`src/rtl/pipe_ctrl_regs_if.sv`:
```
// Control-side pipeline register bundle.
// master: pipeline controller (drives stage strobes and ID decode, reads stage state/feedback/counters)
// slave : pipe_ctrl_regs (consumes strobes and decode, returns stage valids, hazard feedback, counters)
interface pipe_ctrl_regs_if #(
   parameter int unsigned CNT_W = 32
);
   // per-stage clear / load strobes
   logic if_rst, id_rst, exe_rst, mem_rst, wb_rst;
   logic if_en, id_en, exe_en, mem_en, wb_en;

   // ID-stage decode outputs
   logic [31:0] inst_id;
   logic        is_branch_id;
   logic        mem_ren_id;
   logic        mem_wen_id;
   logic        wb_wen_id;
   logic        wb_data_src_id;
   logic [1:0]  wb_addr_src_id;

   // stage valid flags
   logic if_valid, id_valid, exe_valid, mem_valid, wb_valid;

   // hazard feedback and downstream controls
   logic [4:0] regw_addr_exe, regw_addr_mem, regw_addr_wb;
   logic       wb_wen_exe, wb_wen_mem, wb_wen_wb;
   logic       wb_data_src_exe, wb_data_src_mem, wb_data_src_wb;
   logic       is_branch_exe, is_branch_mem;
   logic       mem_ren_mem, mem_wen_mem;

   // performance counters
   logic [CNT_W-1:0] retired_cnt, bubble_cnt, flush_cnt;

   modport master (
      output if_rst, id_rst, exe_rst, mem_rst, wb_rst,
      output if_en, id_en, exe_en, mem_en, wb_en,
      output inst_id, is_branch_id, mem_ren_id, mem_wen_id, wb_wen_id, wb_data_src_id, wb_addr_src_id,
      input  if_valid, id_valid, exe_valid, mem_valid, wb_valid,
      input  regw_addr_exe, regw_addr_mem, regw_addr_wb,
      input  wb_wen_exe, wb_wen_mem, wb_wen_wb,
      input  wb_data_src_exe, wb_data_src_mem, wb_data_src_wb,
      input  is_branch_exe, is_branch_mem, mem_ren_mem, mem_wen_mem,
      input  retired_cnt, bubble_cnt, flush_cnt
   );

   modport slave (
      input  if_rst, id_rst, exe_rst, mem_rst, wb_rst,
      input  if_en, id_en, exe_en, mem_en, wb_en,
      input  inst_id, is_branch_id, mem_ren_id, mem_wen_id, wb_wen_id, wb_data_src_id, wb_addr_src_id,
      output if_valid, id_valid, exe_valid, mem_valid, wb_valid,
      output regw_addr_exe, regw_addr_mem, regw_addr_wb,
      output wb_wen_exe, wb_wen_mem, wb_wen_wb,
      output wb_data_src_exe, wb_data_src_mem, wb_data_src_wb,
      output is_branch_exe, is_branch_mem, mem_ren_mem, mem_wen_mem,
      output retired_cnt, bubble_cnt, flush_cnt
   );
endinterface

```
`src/rtl/pipe_ctrl_regs.sv`:
```
// Control-side pipeline registers of the 5-stage MIPS core: carries ID decode
// through EXE/MEM/WB, returns stage valids and hazard feedback, and keeps
// saturating retired/bubble/flush counters.
// Ports: clk, rst (sync, active-high), bus (pipe_ctrl_regs_if.slave).
module pipe_ctrl_regs #(
   parameter int unsigned CNT_W = 32
) (
   input logic             clk,
   input logic             rst,
   pipe_ctrl_regs_if.slave bus
);
   localparam int unsigned ADDR_W   = 5;
   localparam int unsigned LINK_REG = 31;

   // Enable/strobe bits are stored already ANDed with the stage valid, so
   // every gated output is a plain flop.
   typedef struct packed {
      logic              valid;
      logic [ADDR_W-1:0] regw_addr;
      logic              wb_wen;
      logic              wb_data_src;
      logic              is_branch;
      logic              mem_ren;
      logic              mem_wen;
   } exe_mem_t;

   typedef struct packed {
      logic              valid;
      logic [ADDR_W-1:0] regw_addr;
      logic              wb_wen;
      logic              wb_data_src;
   } wb_t;

   logic              if_valid_q, id_valid_q;
   exe_mem_t          exe_q, mem_q, exe_d;
   wb_t               wb_q, wb_d;
   logic [ADDR_W-1:0] regw_addr_id;
   logic [CNT_W-1:0]  retired_q, bubble_q, flush_q;
   logic              unused_inst;

   assign unused_inst = ^{bus.inst_id[31:21], bus.inst_id[10:0]};

   // destination register select
   always_comb begin
      regw_addr_id = '0;
      case (bus.wb_addr_src_id)
         2'd0:    regw_addr_id = bus.inst_id[15:11];
         2'd1:    regw_addr_id = bus.inst_id[20:16];
         2'd2:    regw_addr_id = ADDR_W'(LINK_REG);
         default: regw_addr_id = '0;
      endcase
   end

   // EXE load value from ID decode
   always_comb begin
      exe_d             = '0;
      exe_d.valid       = id_valid_q;
      exe_d.regw_addr   = regw_addr_id;
      exe_d.wb_wen      = bus.wb_wen_id & id_valid_q;
      exe_d.wb_data_src = bus.wb_data_src_id;
      exe_d.is_branch   = bus.is_branch_id & id_valid_q;
      exe_d.mem_ren     = bus.mem_ren_id & id_valid_q;
      exe_d.mem_wen     = bus.mem_wen_id & id_valid_q;
   end

   // WB load value from MEM
   always_comb begin
      wb_d             = '0;
      wb_d.valid       = mem_q.valid;
      wb_d.regw_addr   = mem_q.regw_addr;
      wb_d.wb_wen      = mem_q.wb_wen;
      wb_d.wb_data_src = mem_q.wb_data_src;
   end

   // stage registers: clear, then load, then hold
   always_ff @(posedge clk) begin
      if (rst) begin
         if_valid_q <= 1'b0;
         id_valid_q <= 1'b0;
         exe_q      <= '0;
         mem_q      <= '0;
         wb_q       <= '0;
      end else begin
         if (bus.if_rst)      if_valid_q <= 1'b0;
         else if (bus.if_en)  if_valid_q <= 1'b1;

         if (bus.id_rst)      id_valid_q <= 1'b0;
         else if (bus.id_en)  id_valid_q <= if_valid_q;

         if (bus.exe_rst)     exe_q <= '0;
         else if (bus.exe_en) exe_q <= exe_d;

         if (bus.mem_rst)     mem_q <= '0;
         else if (bus.mem_en) mem_q <= exe_q;

         if (bus.wb_rst)      wb_q <= '0;
         else if (bus.wb_en)  wb_q <= wb_d;
      end
   end

   // saturating performance counters
   always_ff @(posedge clk) begin
      if (rst) begin
         retired_q <= '0;
         bubble_q  <= '0;
         flush_q   <= '0;
      end else begin
         if (bus.wb_en && !bus.wb_rst && mem_q.valid && (retired_q != '1))
            retired_q <= retired_q + CNT_W'(1);
         if (bus.exe_rst && (bubble_q != '1))
            bubble_q <= bubble_q + CNT_W'(1);
         if (bus.id_rst && (flush_q != '1))
            flush_q <= flush_q + CNT_W'(1);
      end
   end

   assign bus.if_valid        = if_valid_q;
   assign bus.id_valid        = id_valid_q;
   assign bus.exe_valid       = exe_q.valid;
   assign bus.mem_valid       = mem_q.valid;
   assign bus.wb_valid        = wb_q.valid;
   assign bus.regw_addr_exe   = exe_q.regw_addr;
   assign bus.regw_addr_mem   = mem_q.regw_addr;
   assign bus.regw_addr_wb    = wb_q.regw_addr;
   assign bus.wb_wen_exe      = exe_q.wb_wen;
   assign bus.wb_wen_mem      = mem_q.wb_wen;
   assign bus.wb_wen_wb       = wb_q.wb_wen;
   assign bus.wb_data_src_exe = exe_q.wb_data_src;
   assign bus.wb_data_src_mem = mem_q.wb_data_src;
   assign bus.wb_data_src_wb  = wb_q.wb_data_src;
   assign bus.is_branch_exe   = exe_q.is_branch;
   assign bus.is_branch_mem   = mem_q.is_branch;
   assign bus.mem_ren_mem     = mem_q.mem_ren;
   assign bus.mem_wen_mem     = mem_q.mem_wen;
   assign bus.retired_cnt     = retired_q;
   assign bus.bubble_cnt      = bubble_q;
   assign bus.flush_cnt       = flush_q;
endmodule
```
`src/flat_wrapper.sv`:
```
// flat-port wrapper written by rule: the top's interface ports become plain ports
module pipe_ctrl_regs_flat 
#(
   parameter int unsigned CNT_W = 32
)
  (clk, rst, bus_if_rst, bus_id_rst, bus_exe_rst, bus_mem_rst, bus_wb_rst, bus_if_en, bus_id_en, bus_exe_en, bus_mem_en, bus_wb_en, bus_inst_id, bus_is_branch_id, bus_mem_ren_id, bus_mem_wen_id, bus_wb_wen_id, bus_wb_data_src_id, bus_wb_addr_src_id, bus_if_valid, bus_id_valid, bus_exe_valid, bus_mem_valid, bus_wb_valid, bus_regw_addr_exe, bus_regw_addr_mem, bus_regw_addr_wb, bus_wb_wen_exe, bus_wb_wen_mem, bus_wb_wen_wb, bus_wb_data_src_exe, bus_wb_data_src_mem, bus_wb_data_src_wb, bus_is_branch_exe, bus_is_branch_mem, bus_mem_ren_mem, bus_mem_wen_mem, bus_retired_cnt, bus_bubble_cnt, bus_flush_cnt);
  pipe_ctrl_regs_if #(.CNT_W(CNT_W)) bus_i ();
  input logic clk;
  input logic rst;
  input wire logic [$bits(bus_i.if_rst)-1:0] bus_if_rst;
  input wire logic [$bits(bus_i.id_rst)-1:0] bus_id_rst;
  input wire logic [$bits(bus_i.exe_rst)-1:0] bus_exe_rst;
  input wire logic [$bits(bus_i.mem_rst)-1:0] bus_mem_rst;
  input wire logic [$bits(bus_i.wb_rst)-1:0] bus_wb_rst;
  input wire logic [$bits(bus_i.if_en)-1:0] bus_if_en;
  input wire logic [$bits(bus_i.id_en)-1:0] bus_id_en;
  input wire logic [$bits(bus_i.exe_en)-1:0] bus_exe_en;
  input wire logic [$bits(bus_i.mem_en)-1:0] bus_mem_en;
  input wire logic [$bits(bus_i.wb_en)-1:0] bus_wb_en;
  input wire logic [$bits(bus_i.inst_id)-1:0] bus_inst_id;
  input wire logic [$bits(bus_i.is_branch_id)-1:0] bus_is_branch_id;
  input wire logic [$bits(bus_i.mem_ren_id)-1:0] bus_mem_ren_id;
  input wire logic [$bits(bus_i.mem_wen_id)-1:0] bus_mem_wen_id;
  input wire logic [$bits(bus_i.wb_wen_id)-1:0] bus_wb_wen_id;
  input wire logic [$bits(bus_i.wb_data_src_id)-1:0] bus_wb_data_src_id;
  input wire logic [$bits(bus_i.wb_addr_src_id)-1:0] bus_wb_addr_src_id;
  output wire logic [$bits(bus_i.if_valid)-1:0] bus_if_valid;
  output wire logic [$bits(bus_i.id_valid)-1:0] bus_id_valid;
  output wire logic [$bits(bus_i.exe_valid)-1:0] bus_exe_valid;
  output wire logic [$bits(bus_i.mem_valid)-1:0] bus_mem_valid;
  output wire logic [$bits(bus_i.wb_valid)-1:0] bus_wb_valid;
  output wire logic [$bits(bus_i.regw_addr_exe)-1:0] bus_regw_addr_exe;
  output wire logic [$bits(bus_i.regw_addr_mem)-1:0] bus_regw_addr_mem;
  output wire logic [$bits(bus_i.regw_addr_wb)-1:0] bus_regw_addr_wb;
  output wire logic [$bits(bus_i.wb_wen_exe)-1:0] bus_wb_wen_exe;
  output wire logic [$bits(bus_i.wb_wen_mem)-1:0] bus_wb_wen_mem;
  output wire logic [$bits(bus_i.wb_wen_wb)-1:0] bus_wb_wen_wb;
  output wire logic [$bits(bus_i.wb_data_src_exe)-1:0] bus_wb_data_src_exe;
  output wire logic [$bits(bus_i.wb_data_src_mem)-1:0] bus_wb_data_src_mem;
  output wire logic [$bits(bus_i.wb_data_src_wb)-1:0] bus_wb_data_src_wb;
  output wire logic [$bits(bus_i.is_branch_exe)-1:0] bus_is_branch_exe;
  output wire logic [$bits(bus_i.is_branch_mem)-1:0] bus_is_branch_mem;
  output wire logic [$bits(bus_i.mem_ren_mem)-1:0] bus_mem_ren_mem;
  output wire logic [$bits(bus_i.mem_wen_mem)-1:0] bus_mem_wen_mem;
  output wire logic [$bits(bus_i.retired_cnt)-1:0] bus_retired_cnt;
  output wire logic [$bits(bus_i.bubble_cnt)-1:0] bus_bubble_cnt;
  output wire logic [$bits(bus_i.flush_cnt)-1:0] bus_flush_cnt;
  assign bus_i.if_rst = bus_if_rst;
  assign bus_i.id_rst = bus_id_rst;
  assign bus_i.exe_rst = bus_exe_rst;
  assign bus_i.mem_rst = bus_mem_rst;
  assign bus_i.wb_rst = bus_wb_rst;
  assign bus_i.if_en = bus_if_en;
  assign bus_i.id_en = bus_id_en;
  assign bus_i.exe_en = bus_exe_en;
  assign bus_i.mem_en = bus_mem_en;
  assign bus_i.wb_en = bus_wb_en;
  assign bus_i.inst_id = bus_inst_id;
  assign bus_i.is_branch_id = bus_is_branch_id;
  assign bus_i.mem_ren_id = bus_mem_ren_id;
  assign bus_i.mem_wen_id = bus_mem_wen_id;
  assign bus_i.wb_wen_id = bus_wb_wen_id;
  assign bus_i.wb_data_src_id = bus_wb_data_src_id;
  assign bus_i.wb_addr_src_id = bus_wb_addr_src_id;
  assign bus_if_valid = bus_i.if_valid;
  assign bus_id_valid = bus_i.id_valid;
  assign bus_exe_valid = bus_i.exe_valid;
  assign bus_mem_valid = bus_i.mem_valid;
  assign bus_wb_valid = bus_i.wb_valid;
  assign bus_regw_addr_exe = bus_i.regw_addr_exe;
  assign bus_regw_addr_mem = bus_i.regw_addr_mem;
  assign bus_regw_addr_wb = bus_i.regw_addr_wb;
  assign bus_wb_wen_exe = bus_i.wb_wen_exe;
  assign bus_wb_wen_mem = bus_i.wb_wen_mem;
  assign bus_wb_wen_wb = bus_i.wb_wen_wb;
  assign bus_wb_data_src_exe = bus_i.wb_data_src_exe;
  assign bus_wb_data_src_mem = bus_i.wb_data_src_mem;
  assign bus_wb_data_src_wb = bus_i.wb_data_src_wb;
  assign bus_is_branch_exe = bus_i.is_branch_exe;
  assign bus_is_branch_mem = bus_i.is_branch_mem;
  assign bus_mem_ren_mem = bus_i.mem_ren_mem;
  assign bus_mem_wen_mem = bus_i.mem_wen_mem;
  assign bus_retired_cnt = bus_i.retired_cnt;
  assign bus_bubble_cnt = bus_i.bubble_cnt;
  assign bus_flush_cnt = bus_i.flush_cnt;
  pipe_ctrl_regs #(.CNT_W(CNT_W)) u_core (.clk(clk), .rst(rst), .bus(bus_i));
endmodule
```
`config.mk`:
```
export PLATFORM = sky130hd
export DESIGN_NAME = pipe_ctrl_regs_flat
export DESIGN_NICKNAME = d
export VERILOG_FILES = /design/src/rtl/pipe_ctrl_regs_if.sv /design/src/rtl/pipe_ctrl_regs.sv /design/src/flat_wrapper.sv
export SDC_FILE = /design/constraint.sdc
export NUM_CORES = 1
export LEC_CHECK = 0
export CAP_MARGIN = 15
export CORE_ASPECT_RATIO = 0.7
export CORE_MARGIN = 2
export CORE_UTILIZATION = 35
export CTS_BUF_LIST = sky130_fd_sc_hd__clkbuf_4
export DETAILED_ROUTE_END_ITERATION = 10
export DONT_BUFFER_PORTS = 1
export HOLD_SLACK_MARGIN = 0.15
export PLACE_DENSITY = 0.6
export SLEW_MARGIN = 20
export SYNTH_ARGS = -nofsm -noshare
export SYNTH_HDL_FRONTEND = slang
export SYNTH_SLANG_ARGS = --single-unit
```
`constraint.sdc`:
```
create_clock -name clk -period 4.4 [get_ports clk]
set_clock_uncertainty 0.1 [all_clocks]
set_input_delay 0.88 -clock clk [delete_from_list [all_inputs] [get_ports clk]]
set_output_delay 0.88 -clock clk [all_outputs]
set_load 0.02 [all_outputs]
```
* Word level (Yosys, flattened, before mapping)
Index checks and enable logic that the tools add are counted.
Storage, ports and cells: register bits 128, bits in latches 0, bits in writable memories 0, memory bits (read-only) 0, input bits 51, output and inout port bits 126, logic and storage cells 48, memories 0
Cells by class: add/subtract/negate cells 3, multipliers 0, div/mod/pow operators 0, magnitude comparators 0, eq/ne operators 5, shift operators 0, multiplexer cells 1, bitwise logic cells 4, reduce and logical (&&, ||, !) cells 12
Operators with widths (count):
- adder 32 x 1 -> 32 bit (second input constant) | 3
- inequality test 32 bit (second input constant) | 3
- one-hot mux 5 bit (3 select lines) | 1
- OR reduction 2 bit | 5
- logical AND 1 bit | 5
- bitwise AND 1 bit | 4
- equality test 2 x 1 -> 1 bit (second input constant) | 1
- equality test 2 bit (second input constant) | 1
- zero test 2 bit | 1
- zero test 1 bit | 1

* Logic depth before layout (Yosys ltp)
Gate-level depths: netlist (run 1).
depth in word-level cells 4, gate-level depth with buffers 9, mapped depth without buffers 6

* Worst setup path after synthesis (run 1)
OpenSTA, ideal clock, no wires.
path kind input port to flip-flop, from input port bus_wb_en, to register u_core.retired_q[28] (netlist: u_core.bus.retired_cnt[28]), library setup time 0.070 ns, data arrival time 2.444 ns, required time 4.230 ns, setup slack 1.785 ns, stages 7, path buffers 2, cells stage by stage buf_4 and3b_1 buf_2 nand4_1 a211o_1 or4_1 a21oi_1
Between the ends: word-level cells in the longest chain between the ends 3
Ends and longest elaborated chain:
- start: declaration | line flat_wrapper.sv:19 | input wire logic [$bits(bus_i.wb_en)-1:0] bus_wb_en;
- logical AND 1 bit (3 in series) | line pipe_ctrl_regs.sv:108 | if (bus.wb_en && !bus.wb_rst && mem_q.valid && (retired_q != '1))
- end signal: assignment | line pipe_ctrl_regs.sv:109 | retired_q <= retired_q + CNT_W'(1);
- end: declaration | line pipe_ctrl_regs.sv:38 | logic [CNT_W-1:0] retired_q, bubble_q, flush_q;
No other way between the ends. A chain may end at the register's enable or synchronous reset.

* Final worst setup path (run 1)
from register u_core.bubble_q[1] (netlist: u_core.bus.bubble_cnt[1]), to register u_core.bubble_q[23] (netlist: u_core.bus.bubble_cnt[23])
Between the ends: word-level cells in the longest chain between the ends 2, elaborated cells between the ends (all ways) 3, those cells by class 1 x add/sub; 1 x eq/ne; 1 x reduce/logical
Ends and longest elaborated chain:
- start: declaration | line pipe_ctrl_regs.sv:38
- start signal: assignment | line pipe_ctrl_regs.sv:111 | bubble_q <= bubble_q + CNT_W'(1);
- parallel branches: the longest is 2 deep, another holds adder 32 x 1 -> 32 bit
Parallel ways; which one is timed is not known.

==> reports/metrics.cfg, run 1 <==
[floorplanning]
io_pins=177
design.die.area_mm2=0.0188
die_w_um=163
initial_core_util_pct=35.9
die_h_um=115
row_count=40
core_area_mm2=0.0172

[worst_hold_path]
hold_class=in -> reg

[power]
p_total_mw=2.08
leakagePower_nw=1.96
peakVddDrop_v=0.000170
p_per_area_mw_per_mm2=315

[timing]
worst_pin_slew_ns=0.715
min_period_over_period_pct=65.5
finalHoldViolCount=0
whs_ns=0.315
tns_ns=0
fin_crit_ns=2.88
setup_viol=0
report.final.slew_viol_count=0
max_freq_mhz=347
relSlewSlack_pct=52.1
rsz0062_at_grt=false

[placement]
placed_cells=919
hpwl_um=11200
dpl-instance-area_mm2=0.00629
gp_congestion=0.795
port_buffers=0

[synthesis]
yosys-top-cells-count=dfxtp_1 (128), nor2_1 (71), a21oi_1 (70)
ys_top_cells_by_area=dfxtp_1 (41%), a21oi_1 (5.7%), nor2_1 (4.3%)
avgSynthCellArea_um2=8.54
yosysMostFrequentCell=dfxtp_1
netlist_instances=724
yosys_warnings=0
yosysSeqAreaShare_pct=41.4
ys_seq_elements=128
synth_cell_types=55
synthArstFlopShare_pct=0
synthFlopType=dfxtp_1
synth_top_area_share_pct=41.4
synth_top_cell_by_area=dfxtp_1
syn-num-nets=778
synthesis.area_mm2=0.00618
synth_enable_flop_cells=0

[route]
drt_iter0_markers=397
drt_pass1_iterations=5
vias_per_cell=5.56
drc=0
postRouteAntennaNets=0
num_vias=5303
wl_um=15900
post_drt_wl_per_cell_um=16.7

[worst_setup_path]
critPathSlowestCell=o31ai_4
worstPathArrival_ns=3.21
path_cells=ha_1 > nand3_1 > or3_1 > o31ai_4 > nor4_1 > mux2_1
worst-setup-path-type=reg -> reg
worst_setup_path_start_kind=flop
required_ns=4.72
end_kind=flop
cp_slowest_stage_delay_ns=0.66
path_max_fanout=19

[clocking]
cts-root-buf=clkbuf_4
cts_resized=0
cts.path.max_buffers=2
cts_tree=built
clk-insertion-delay-late_ns=0.53
path_clk_slew_ns=0.12
cts_made_buffers=17
cts_num_sinks=128
cts_setup_buffers=0
h-tree-depth=4
cts-hold-fix-buffers=0

[finish]
design_area_mm2=0.00661
syn_to_final_growth_pct=6.84
nets=762
instances_no_fill=954
drive_gt1_share_pct=7.63

[run_status]
outcome=completed

[global_routing]
grt-ovfl-total=0
grt_start_max_net_pins=107
grt_usage_pct=16.8
antenna_found_initial=1
grt_pass1_wl_um=25000
grt_pass1_vias=4711

[flow_run]
drv_cap=0

[final cells by class]
| type | instances | area, um^2 |
|---|---|---|
| repair buffers | 3 | 26.3 |
| diodes | 2 | 5.00 |
| inverters | 21 | 78.8 |
| fillers | 1770 | 10600 |
| flip-flops and latches | 128 | 2560 |
| clock inverters | 14 | 166 |
| multi-input cells | 537 | 3340 |
| well taps | 231 | 289 |
| clock buffers | 18 | 135 |
[path summary, 6_finish.rpt]
path                                          startpoint                         to  slack [ns]  depth (start not counted)
worst max-delay path            u_core.bus.bubble_cnt[1]  u_core.bus.bubble_cnt[23]        1.52                          6
worst min register to register           u_core.exe_q[1]            u_core.exe_q[1]        0.37                          2
worst min-delay path                          bus_id_rst        u_core.bus.id_valid        0.32                          1
worst max register to register  u_core.bus.bubble_cnt[1]  u_core.bus.bubble_cnt[23]        1.52                          6
[flip-flops by register name (all words and copies together), names as in the netlist, 2 cells and up]
register	count
u_core.bus.regw_addr_wb	5
u_core.bus.regw_addr_exe	5
u_core.bus.regw_addr_mem	5
u_core.bus.bubble_cnt	32
u_core.exe_q	2
u_core.bus.retired_cnt	32
u_core.bus.flush_cnt	32
[metrics by stage]
| stage | utilization, % | worst slack [ns] |
|---|---|---|
| CTS | 38.3 | 1.49 |
| detailed placement | 36.5 | 1.51 |
| global placement | 36.5 | 1.56 |
| finish | 38.4 | 1.52 |
| global route | 38.4 | 1.36 |
| floorplan | - | 1.79 |
[layer usage]
layer	GRT usage, %	wire length [um]	part of all wire [%]	vias up
li1	-	-	-	2677
met1	23.8	7910	50	2473
met2	23.0	6500	41	142
met3	6.89	1300	8.1	11
met4	5.07	210	1.3	0
met5	0	0	0	-
[cells by family (layout without fill, tap and decap cells)]
group / count (synthesis) / count (layout) / share of synthesized area [%]
other: 0 / 2 / 0
AND/OR/NAND/NOR: 307 / 307 / 28.1
multiplexers: 29 / 29 / 4.77
adder cells (fa/ha/maj): 3 / 3 / 0.607
flip-flops: 128 / 128 / 41.4
XOR/XNOR: 26 / 26 / 3.68
AO/OA/AOI/OAI: 172 / 172 / 16.8
buffers and inverters: 59 / 56 / 4.57
[critical path: cells and delay by family, from the launching register on]
family / cells / cell delay, ns
AND/OR/NAND/NOR: 3 / 0.89
AO/OA/AOI/OAI: 1 / 0.66
flip-flops: 1 / 0.56
multiplexers: 1 / 0.34
adder cells (fa/ha/maj): 1 / 0.24
[where the power goes]
part | switching [mW] | leakage [nW] | total, mW | internal [mW]
Combinational | 0.0156 | 0.779 | 0.0335 | 0.0179
Clock | 0.466 | 0.146 | 0.864 | 0.398
Sequential | 0.0195 | 1.03 | 1.19 | 1.17
Total | 0.501 | 1.96 | 2.08 | 1.58
[cell usage in the layout (no fill, tap or decap), drive strengths merged, types with 9 or more instances in the layout]
cell type / Yosys / layout
nor3: 12 / 12
dfxtp: 128 / 128
or4: 25 / 25
a21oi: 70 / 70
nand4: 30 / 30
nor4: 9 / 9
xnor2: 24 / 24
mux2i: 25 / 25
inv: 21 / 22
o31ai: 23 / 23
a211oi: 9 / 9
nand2: 34 / 34
and4: 10 / 10
or3: 39 / 39
nand2b: 10 / 10
clkbuf: 23 / 18
nand3: 41 / 41
o21ai: 41 / 41
a31oi: 10 / 10
nor2: 71 / 71
No activity file was read; power rests on OpenSTA's default activity.
==> run 2, diff against run 1 <==
--- a/config.mk
+++ b/config.mk
@@ -13,7 +13,7 @@
 export DETAILED_ROUTE_END_ITERATION = 10
 export DONT_BUFFER_PORTS = 1
 export HOLD_SLACK_MARGIN = 0.15
-export PLACE_DENSITY = 0.6
+export PLACE_DENSITY = 0.62
 export SLEW_MARGIN = 20
 export SYNTH_ARGS = -nofsm -noshare
 export SYNTH_HDL_FRONTEND = slang
==> constraint.sdc (replaced) <==
create_clock -name clk -period 2.4 [get_ports clk]
set_clock_uncertainty 0.1 [all_clocks]
set_input_delay 0.48 -clock clk [delete_from_list [all_inputs] [get_ports clk]]
set_output_delay 0.48 -clock clk [all_outputs]
set_load 0.02 [all_outputs]
==> run 2 against run 1 <==
  * Combinational power rose to 5.3 times the previous value
  * Critical endpoint is now u_core.bus.regw_addr_exe[4]
  * Power rose by 95%
  * Critical path depth unchanged
==> reports/metrics.cfg, run 2 (same netlist as run 1, synthesis figures left out) <==
[floorplanning]
design.die.area_mm2=0.0188
die_h_um=115
io_pins=177
core_area_mm2=0.0172
row_count=40
initial_core_util_pct=35.9
die_w_um=163

[placement]
placed_cells=1031
hpwl_um=12400
port_buffers=0
gp_congestion=0.826
dpl-instance-area_mm2=0.00713
place_ws_ns=0.155

[global_routing]
grt_start_max_net_pins=102
antenna_found_initial=0
grt-ovfl-total=0
grt_pass1_vias=5451
grt_pass1_wl_um=28200
grt_usage_pct=18.9

[worst_setup_path]
worstPathArrival_ns=2.63
cp-startpoint=bus_wb_addr_src_id[1]
worst_setup_path_start_kind=input pin
r2r_start=u_core.bus.id_valid
worst-setup-path-type=in -> reg
rr_worst_depth=4
crit_end=u_core.bus.regw_addr_exe[4]
path_max_fanout=9
required_ns=2.74
end_kind=flop
rr_endpoint=u_core.exe_q[0]
r2r_setup_slack_ns=0.13

[finish]
antennaDiodeCount=0
nFillCells=1680
final_cell_mix=dfxtp_1 (128), buf_4 (114), nor2_1 (71), a21oi_1 (70), nand3_1 (40)
multiInputGateArea_mm2=0.00336
drive_gt1_share_pct=19.6
instances_no_fill=1094
seq_area_mm2=0.00256
syn_to_final_growth_pct=26.2
nets=904
mostFrequentLayoutCell=dfxtp_1
fin_util_pct=45.3
design_area_mm2=0.00781

[power]
p_per_area_mw_per_mm2=521
leakagePower_nw=2.72
peakVddDrop_v=0.000245

[timing]
fin_crit_ns=2.29
worst_pin_slew_ns=0.752
setup_viol=0
rsz0062_at_grt=false
report.final.slew_viol_count=0
fin_ws_ns=0.107
relSlewSlack_pct=49.7
finalHoldViolCount=0
tns_ns=0
max_freq_mhz=436
min_period_over_period_pct=95.5

[worst_hold_path]
hold_class=in -> reg

[clocking]
cts-root-buf=clkbuf_4
cts.path.max_buffers=2
cts_made_buffers=17
path_clk_slew_ns=0.11
cts_tree=built
cts_setup_buffers=0
h-tree-depth=4
cts_num_sinks=128
clk-insertion-delay-late_ns=0.51

[route]
drc=0
drt_iter0_markers=461
drt_pass1_iterations=5
wl_um=17600
post_drt_wl_per_cell_um=16.1
vias_per_cell=5.43
postRouteAntennaNets=0
num_vias=5945

[run_status]
outcome=completed

[flow_run]
drv_cap=0

-- run 2: cell types whose count changed in the layout (fill, tap and decap cells not counted), moves of 2 or more --
cell           change
buf_4            +112
clkinvlp_4         -4
diode_2            -2
dlygate4sd3_1     +30
clkinv_2           +2
bufinv_16          +2
-- run 2: power by group --
part / total (mW) / leakage [nW] / switching (mW) / internal [mW]
sequential: 2.15 / 1.03 / 0.0185 / 2.14
combinational: 0.178 / 1.51 / 0.101 / 0.0772
clock: 1.73 / 0.179 / 0.794 / 0.941
-- run 2: final cells by class --
class,count,share of cell area (%)
clock buffers,19,1.83
multi-input cells,537,43.0
well taps,231,3.70
clock inverters,13,2.47
inverters,21,1.01
flip-flops and latches,128,32.8
repair buffers,145,15.2
-- run 2: worst min-delay path by stage --
stage	start	to	slack [ns]	cells past startpoint
after floorplan	u_core.exe_q[0]	u_core.exe_q[0]	0.35	2
after global placement	u_core.exe_q[0]	u_core.exe_q[0]	0.36	2
after detailed placement	u_core.exe_q[0]	u_core.exe_q[0]	0.36	2
after CTS	bus_exe_rst	u_core.bus.regw_addr_exe[2]	0.15	2
after global routing	bus_exe_rst	u_core.bus.regw_addr_exe[2]	0.16	2
final	bus_mem_rst	u_core.bus.regw_addr_mem[0]	0.23	2
-- run 2: per-stage QoR --
stage / hold WS (ns) / power [mW]
3_5_place_dp: 0.363 / 2.29
6_report: 0.227 / 4.07
3_3_place_gp: 0.358 / 2.29
2_1_floorplan: 0.346 / 2.31
4_1_cts: 0.154 / 4.12
5_1_grt: 0.161 / 4.24
-- run 2: critical path, stage by stage --
cell and delay [ns]:
dlygate4sd3_1 0.56, o21ai_0 0.16, dlygate4sd3_1 0.56, o311ai_0 0.12, dlygate4sd3_1 0.61, a21oi_1 0.13
-- run 2: routing by layer --
layer	vias up	global-route usage [%]	part of all wire, %
li1	2970	-	-
met1	2774	26.5	48
met2	178	26.6	41
met3	23	6.49	8.3
met4	0	7.20	2.2
met5	-	0	0
-- run 2: timing repair --
action / 4_1_cts / 5_1_grt
endpoints found under the setup margin: 0 / 3
endpoints found under the hold margin: 128 / 0
resized for setup: 0 / 3
hold buffers: 31 / 0
==> run 3, diff against run 2 <==
--- a/config.mk
+++ b/config.mk
@@ -8,12 +8,12 @@
 export CAP_MARGIN = 15
 export CORE_ASPECT_RATIO = 0.7
 export CORE_MARGIN = 2
-export CORE_UTILIZATION = 35
+export CORE_UTILIZATION = 40
 export CTS_BUF_LIST = sky130_fd_sc_hd__clkbuf_4
 export DETAILED_ROUTE_END_ITERATION = 10
 export DONT_BUFFER_PORTS = 1
-export HOLD_SLACK_MARGIN = 0.15
-export PLACE_DENSITY = 0.62
+export HOLD_SLACK_MARGIN = 0.05
+export PLACE_DENSITY = 0.67
 export SLEW_MARGIN = 20
 export SYNTH_ARGS = -nofsm -noshare
 export SYNTH_HDL_FRONTEND = slang
==> run 3 against run 2 <==
  * Count of clock-buffer cells in the layout unchanged
  * Combinational power decreased by 6%
  * Design area is 2.6% lower
  * Via count grew 2.1%
  * Register-to-register slack got worse by 0.02 ns
  * Critical endpoint is now u_core.bus.flush_cnt[31]
  * Largest cell class unchanged
==> reports/metrics.cfg, run 3 (same netlist as run 1, synthesis figures left out) <==
[timing]
min_period_over_period_pct=95.2
setup_viol=0
tns_ns=0
worst_pin_slew_ns=0.735
report.final.slew_viol_count=0
rsz0062_at_grt=false
max_freq_mhz=438
fin_crit_ns=2.29
relSlewSlack_pct=50.8
fin_ws_ns=0.115
finalHoldViolCount=0

[floorplanning]
die_w_um=153
core_area_mm2=0.0149
row_count=37
die_h_um=108
initial_core_util_pct=41.5
io_pins=177
design.die.area_mm2=0.0165

[finish]
final_cell_mix=dfxtp_1 (128), buf_4 (109), nor2_1 (71), a21oi_1 (70), nand3_1 (40)
design_area_mm2=0.00760
instances_no_fill=1043
drive_gt1_share_pct=19.1
nets=889
antennaDiodeCount=0
mostFrequentLayoutCell=dfxtp_1
nFillCells=1400
syn_to_final_growth_pct=22.9

[clocking]
path_clk_slew_ns=0.13
cts_made_buffers=17
cts_tree=built
cts_setup_buffers=0
h-tree-depth=4
clk-insertion-delay-late_ns=0.55
cts-root-buf=clkbuf_4
cts_num_sinks=128
cts.path.max_buffers=2

[placement]
port_buffers=0
gp_congestion=0.880
placed_cells=990
place_ws_ns=0.141
hpwl_um=12800
dpl-instance-area_mm2=0.00705

[route]
vias_per_cell=5.82
post_drt_wl_per_cell_um=17.2
drt_pass1_iterations=7
drt_iter0_markers=340
drc=0
num_vias=6068
wl_um=17900
postRouteAntennaNets=0

[worst_setup_path]
worstPathArrival_ns=2.68
worst_setup_path_start_kind=flop
end_kind=flop
cp_slowest_stage_delay_ns=0.59
worst-setup-path-type=reg -> reg
path_max_fanout=13
cpLargestDelayFamily=simple AND/OR/NAND/NOR gates
critPathSlowestCell=or4_4
path_cells=nand4_2 > or4_4 > a211o_2 > or4_1 > a21oi_1
required_ns=2.79
worst-path-buf-inv=0

[global_routing]
grt_usage_pct=21.8
antenna_found_initial=0
grt-ovfl-total=0
grt_pass1_vias=5881
grt_start_max_net_pins=101
grt_pass1_wl_um=29300

[flow_run]
drv_cap=0

[power]
p_per_area_mw_per_mm2=522
peakVddDrop_v=0.000321
leakagePower_nw=2.64

[worst_hold_path]
hold_class=in -> reg

[run_status]
outcome=completed

## run 3: cell types whose count changed in the layout (fill, tap and decap cells not counted), sizes merged
cell         change
dlygate4sd3     -10
bufinv           -1
clkinv           +1
buf              -5
## run 3: where the power goes
group | switching (mW) | total (mW) | internal (mW) | leakage, nW
clock | 0.814 | 1.65 | 0.834 | 0.164
combinational | 0.0971 | 0.167 | 0.0697 | 1.44
sequential | 0.0186 | 2.16 | 2.14 | 1.03
total | 0.930 | 3.97 | 3.04 | 2.64
## run 3: area by class of cell
class                      count  area, um^2  area share, %
sequential                   128        2560           33.7
tap                          195         244           3.21
timing repair buffer         130        1050           13.8
multi-input combinational    537        3360           44.2
inverter                      21        78.8           1.04
clock buffer                  19         143           1.88
clock inverter                13         169           2.22
## run 3: what timing repair did
action / 4_1_cts / 5_1_grt
gates resized for setup: 0 / 3
hold buffers: 21 / 0
endpoints found under the hold margin: 128 / 0
endpoints found under the setup margin: 0 / 7
## run 3: final timing paths
path / startpoint / to / slack (ns) / cells after the start
hold reg to reg: u_core.exe_q[1] / u_core.exe_q[1] / 0.38 / 2
setup / recovery: u_core.bus.flush_cnt[14] / u_core.bus.flush_cnt[31] / 0.11 / 5
hold / removal: rst / u_core.bus.retired_cnt[9] / 0.11 / 2
setup reg to reg: u_core.bus.flush_cnt[14] / u_core.bus.flush_cnt[31] / 0.11 / 5
## run 3: metal layers
metal	share of wire [%]	global-route usage, %	vias to the layer above
li1	-	-	2933
met1	45	27.2	2938
met2	46	35.5	176
met3	7.1	7.90	21
met4	1.3	6.94	0
met5	0	0	-
## run 3: stage by stage
step,power (mW),hold slack [ns],util (%)
4_1_cts,4.00,0.0557,50.9
6_report,3.97,0.110,51.0
3_5_place_dp,2.30,0.371,47.3
5_1_grt,4.12,0.0688,51.0
3_3_place_gp,2.29,0.355,47.3
2_1_floorplan,2.31,0.346,-
